File: src/rtl/neuron_layer_ctrl.sv
// Dense-layer sequencer: shares one neuron_b datapath across M neurons, latching the
// layer operands, issuing M start/done jobs in order and packing the ReLU results.
module neuron_layer_ctrl #(
    parameter int N       = 4,
    parameter int WIDTH   = 8,
    parameter int M       = 3,
    parameter int TIMEOUT = 64
) (
    input  logic                         clk,
    input  logic                         rst,
    input  logic                         in_valid,
    output logic                         in_ready,
    input  logic [N*WIDTH-1:0]           x_in,
    input  logic [M*N*WIDTH-1:0]         w_in,
    input  logic [M*WIDTH-1:0]           b_in,
    output logic                         out_valid,
    input  logic                         out_ready,
    output logic [M*(2*WIDTH+2)-1:0]     y_out,
    output logic                         err,
    output logic                         busy,
    output logic                         n_start,
    output logic [N*WIDTH-1:0]           n_x,
    output logic [N*WIDTH-1:0]           n_w,
    output logic [WIDTH-1:0]             n_b,
    input  logic                         n_done,
    input  logic [2*WIDTH+1:0]           n_y
);

    localparam int YW = 2*WIDTH + 2;
    localparam int RW = N*WIDTH;
    localparam int KW = (M > 1) ? $clog2(M) : 1;
    localparam int CW = $clog2(TIMEOUT);

    typedef enum logic [1:0] {
        S_IDLE,
        S_ISSUE,
        S_WAIT,
        S_DONE
    } state_t;

    state_t          state;
    state_t          state_nx;
    logic [KW-1:0]   k;
    logic [CW-1:0]   cnt;
    logic [RW-1:0]   x_lat;
    logic [M*RW-1:0] w_lat;
    logic [M*WIDTH-1:0] b_lat;
    logic [M*YW-1:0] y_reg;
    logic            err_reg;

    logic accept;
    logic done_hit;
    logic timeout_hit;
    logic job_end;
    logic last_job;

    // A done seen in the first WAIT cycle may be a sticky level from the previous job.
    always_comb begin
        accept      = (state == S_IDLE) && in_valid;
        done_hit    = (state == S_WAIT) && n_done && (cnt != '0);
        timeout_hit = (state == S_WAIT) && (cnt == CW'(TIMEOUT - 1));
        job_end     = done_hit || timeout_hit;
        last_job    = (k == KW'(M - 1));
    end

    always_ff @(posedge clk or negedge rst) begin
        if (!rst) begin
            state <= S_IDLE;
        end else begin
            state <= state_nx;
        end
    end

    always_comb begin
        state_nx = state;
        case (state)
            S_IDLE:  if (accept) state_nx = S_ISSUE;
            S_ISSUE: state_nx = S_WAIT;
            S_WAIT:  if (job_end) state_nx = last_job ? S_DONE : S_ISSUE;
            S_DONE:  if (out_ready) state_nx = S_IDLE;
            default: state_nx = S_IDLE;
        endcase
    end

    always_ff @(posedge clk or negedge rst) begin
        if (!rst) begin
            k       <= '0;
            cnt     <= '0;
            x_lat   <= '0;
            w_lat   <= '0;
            b_lat   <= '0;
            y_reg   <= '0;
            err_reg <= 1'b0;
        end else begin
            case (state)
                S_IDLE: begin
                    if (accept) begin
                        x_lat   <= x_in;
                        w_lat   <= w_in;
                        b_lat   <= b_in;
                        y_reg   <= '0;
                        err_reg <= 1'b0;
                        k       <= '0;
                    end
                end
                S_ISSUE: begin
                    cnt <= '0;
                end
                S_WAIT: begin
                    cnt <= cnt + CW'(1);
                    // Done takes priority when it lands on the timeout cycle.
                    for (int unsigned j = 0; j < M; j++) begin
                        if (k == KW'(j)) begin
                            if (done_hit) begin
                                y_reg[j*YW +: YW] <= n_y;
                            end else if (timeout_hit) begin
                                y_reg[j*YW +: YW] <= '0;
                            end
                        end
                    end
                    if (timeout_hit && !done_hit) begin
                        err_reg <= 1'b1;
                    end
                    if (job_end && !last_job) begin
                        k <= k + KW'(1);
                    end
                end
                default: ;
            endcase
        end
    end

    always_comb begin
        in_ready  = (state == S_IDLE);
        busy      = (state != S_IDLE);
        n_start   = (state == S_ISSUE);
        out_valid = (state == S_DONE);
        y_out     = y_reg;
        err       = err_reg;
        n_x       = x_lat;
        n_w       = '0;
        n_b       = '0;
        for (int unsigned j = 0; j < M; j++) begin
            if (k == KW'(j)) begin
                n_w = w_lat[j*RW +: RW];
                n_b = b_lat[j*WIDTH +: WIDTH];
            end
        end
    end

endmodule

File: config.mk
export PLATFORM = sky130hd
export DESIGN_NAME = neuron_layer_ctrl
export DESIGN_NICKNAME = d
export VERILOG_FILES = /design/src/rtl/neuron_layer_ctrl.sv
export SDC_FILE = /design/constraint.sdc
export NUM_CORES = 1
export LEC_CHECK = 0
export ABC_AREA = 1
export BUFFER_PORTS_ARGS = -buffer_cell sky130_fd_sc_hd__buf_2
export CAP_MARGIN = 20
export CORE_MARGIN = 4
export CORE_UTILIZATION = 51
export DETAILED_ROUTE_END_ITERATION = 8
export PLACE_DENSITY = 0.87
export SKIP_CTS_REPAIR_TIMING = 1
export SYNTH_ARGS = -nofsm -noshare
export SYNTH_HDL_FRONTEND = slang
export SYNTH_SLANG_ARGS = --single-unit
File: constraint.sdc
create_clock -name clk -period 1.8 [get_ports clk]
set_clock_uncertainty 0.05 [all_clocks]
set_input_delay 0.27 -clock clk [delete_from_list [all_inputs] [get_ports clk]]
set_output_delay 0.27 -clock clk [all_outputs]
set_load 0.01 [all_outputs]
==> impl_metrics.tcl <==
set metrics [dict create \
    grt_pass1_vias 9144 \
    regMostFlops "w_lat" \
    start_kind "flop" \
    ios 306 \
    root_buffer "clkbuf_16" \
    crit_fanout 9 \
    nNetsFinal 1805 \
    total_power_mw 23.5 \
    gp_congestion 0.888 \
    grt.total_usage 0.258 \
    syn_inst 1148 \
    syn-num-nets 1332 \
    io_buffers 305 \
    dr_total_vias 10800 \
    ys_seq_area_frac 0.567 \
    setup_viol 42 \
    cts_sinks 217 \
    synth_cell_types 25 \
    timing.final.crit_share 1.34 \
    status "finished, violations left" \
    dpl-instance-area_um2 11500 \
    syn2layout_area_growth_pct 51.6 \
    fin_setup_tns_ps -20610 \
    synth-seq-cells 217 \
    finalHoldViolCount 0 \
    core_um2 18200 \
    final_area_um2 14500 \
    worstSetupEndpointType "primary output" \
    required_ps 1480 \
    cts_tree "built" \
    slew_violations 0 \
    cts_made_buffers 23 \
    grt_pass1_wl_um 45300 \
    antenna_left 0 \
    min_period_ps 2410 \
    power.density_nw_per_um2 1620 \
    path_class "flop to primary output" \
    worstMarginPinSlew_ps 548 \
    grt_max_degree 97 \
    ir_drop_mv 1.05 \
    p_leak_nw 7.94 \
    clk_path_buf_depth 3 \
    maxCapViolCount 0 \
    relSlewSlack 0.635 \
    die_y_um 145 \
    place_hpwl_um 19500 \
    rsz0062_at_grt "true" \
    clkTransAtPathRegs_ps 60 \
    cts_max_level 1 \
    die_w_um 145 \
    antenna_found_initial 8 \
    die_area_um2 21000 \
    worstPathArrival_ps 2090 \
    start_util 0.526 \
    grt-ovfl-total 0 \
    wirelength_um 38600 \
    avgRoutedWirePerCell_um 20.6 \
    drcViolationCount 0 \
    clk_latency_ps 510 \
    violations "setup timing" \
    rows 49 \
    hold_ws_ps 44.2 \
    layout_setup_ws_ps -611 \
    syn_avg_cell_area_um2 8.35 \
    hold_class "input pin to flop" \
    dr.pass1.iters 8 \
    finish.utilization 0.798 \
    max_freq_ghz 0.415 \
    dr.first_iter.drc_count 1066 \
    synth_area_um2 9580 \
    drive_above_1_share 0.283 \
    ys_warn_count 0 \
    largest_register_ffs 96 \
    viasPerCell 5.76 \
]
-- report_power, final --
group          switching [mW]  internal, mW
logic                    6.22          4.11
clock network            2.00          3.14
registers                1.41          6.64
-- cell type report --
type | count | area, µm²
repair buffers | 513 | 3910
flip-flops and latches | 217 | 5430
clock buffers | 34 | 667
inverters | 34 | 138
clock inverters | 8 | 146
diodes | 8 | 20.0
fillers | 1013 | 3680
well taps | 229 | 287
multi-input cells | 832 | 3930
-- through the flow --
stage,setup WS (ps),cells
3_5_place_dp,-51.1,1652
3_3_place_gp,-25.6,1652
4_1_cts,-602,1694
5_1_grt,-675,1875
2_1_floorplan,47.4,1148
6_report,-611,1875
-- critical path, cell delays in order (launching register included) --
cell and delay (ps):
dfrtp_1 420, inv_2 100, ha_4 130, inv_2 40
nor2_4 110, buf_12 150, clkbuf_16 160, a22oi_1 80
o21ai_1 170, buf_2 190
-- cells in the mapped netlist (all sizes together) --
library cell / n / area (µm²)
nand2: 645 / 2450
dfrtp: 217 / 5430
buf: 48 / 333
o21ai: 45 / 225
a22oi: 40 / 300
nand4: 39 / 244
inv: 34 / 128
nor2: 32 / 145
clkbuf: 21 / 78.8
ha: 9 / 113
nand3: 8 / 65.1
a21oi: 5 / 36.3
nor3: 1 / 5.00
nor3b: 1 / 7.51
o22ai: 1 / 6.26
or2: 1 / 6.26
xnor2: 1 / 8.76
-- kinds of logic after synthesis --
kind of cell / Yosys count / synth area share
fa+ha+maj: 9 / 0.0118
simple gates: 727 / 0.305
flops: 217 / 0.567
buf+inv: 103 / 0.0563
compound gates: 91 / 0.0593
xor+xnor: 1 / 0.000914
-- worst paths after layout --
check / depth (start not counted) / start / endpoint / slack [ps]
max: 9 / k[0] / n_b[3] / -610
min: 5 / n_y[9] / y_out[45] / 40
max reg2reg: 7 / k[1] / y_out[27] / -20
min reg2reg: 2 / y_out[37] / y_out[37] / 420
max in group asynchronous: 3 / rst / state[1] / 750
min in group asynchronous: 2 / rst / w_lat[25] / 280
-- layer usage --
metal / share of wire / vias up / track usage
li1: - / 4587 / -
met1: 0.35 / 4998 / 0.320
met2: 0.48 / 1005 / 0.445
met3: 0.12 / 208 / 0.0705
met4: 0.058 / 0 / 0.0783
met5: 0 / - / 0
-- cell usage in the layout, fill, tap and decap left out, drive strengths merged --
cell and n:
or2 1, clkinv 2, diode 8, clkbuf 41, ha 9, o22ai 1
buf 353, bufinv 4, xnor2 1, nand2 647, inv 35, nand3 10
a22oi 40, dfrtp 217, o21ai 45, nor3b 1, nor2 32, a21oi 5
clkinvlp 1, dlygate4sd3 153, nand4 39, nor3 1
Note: power is estimated with default switching activity, not from simulation.
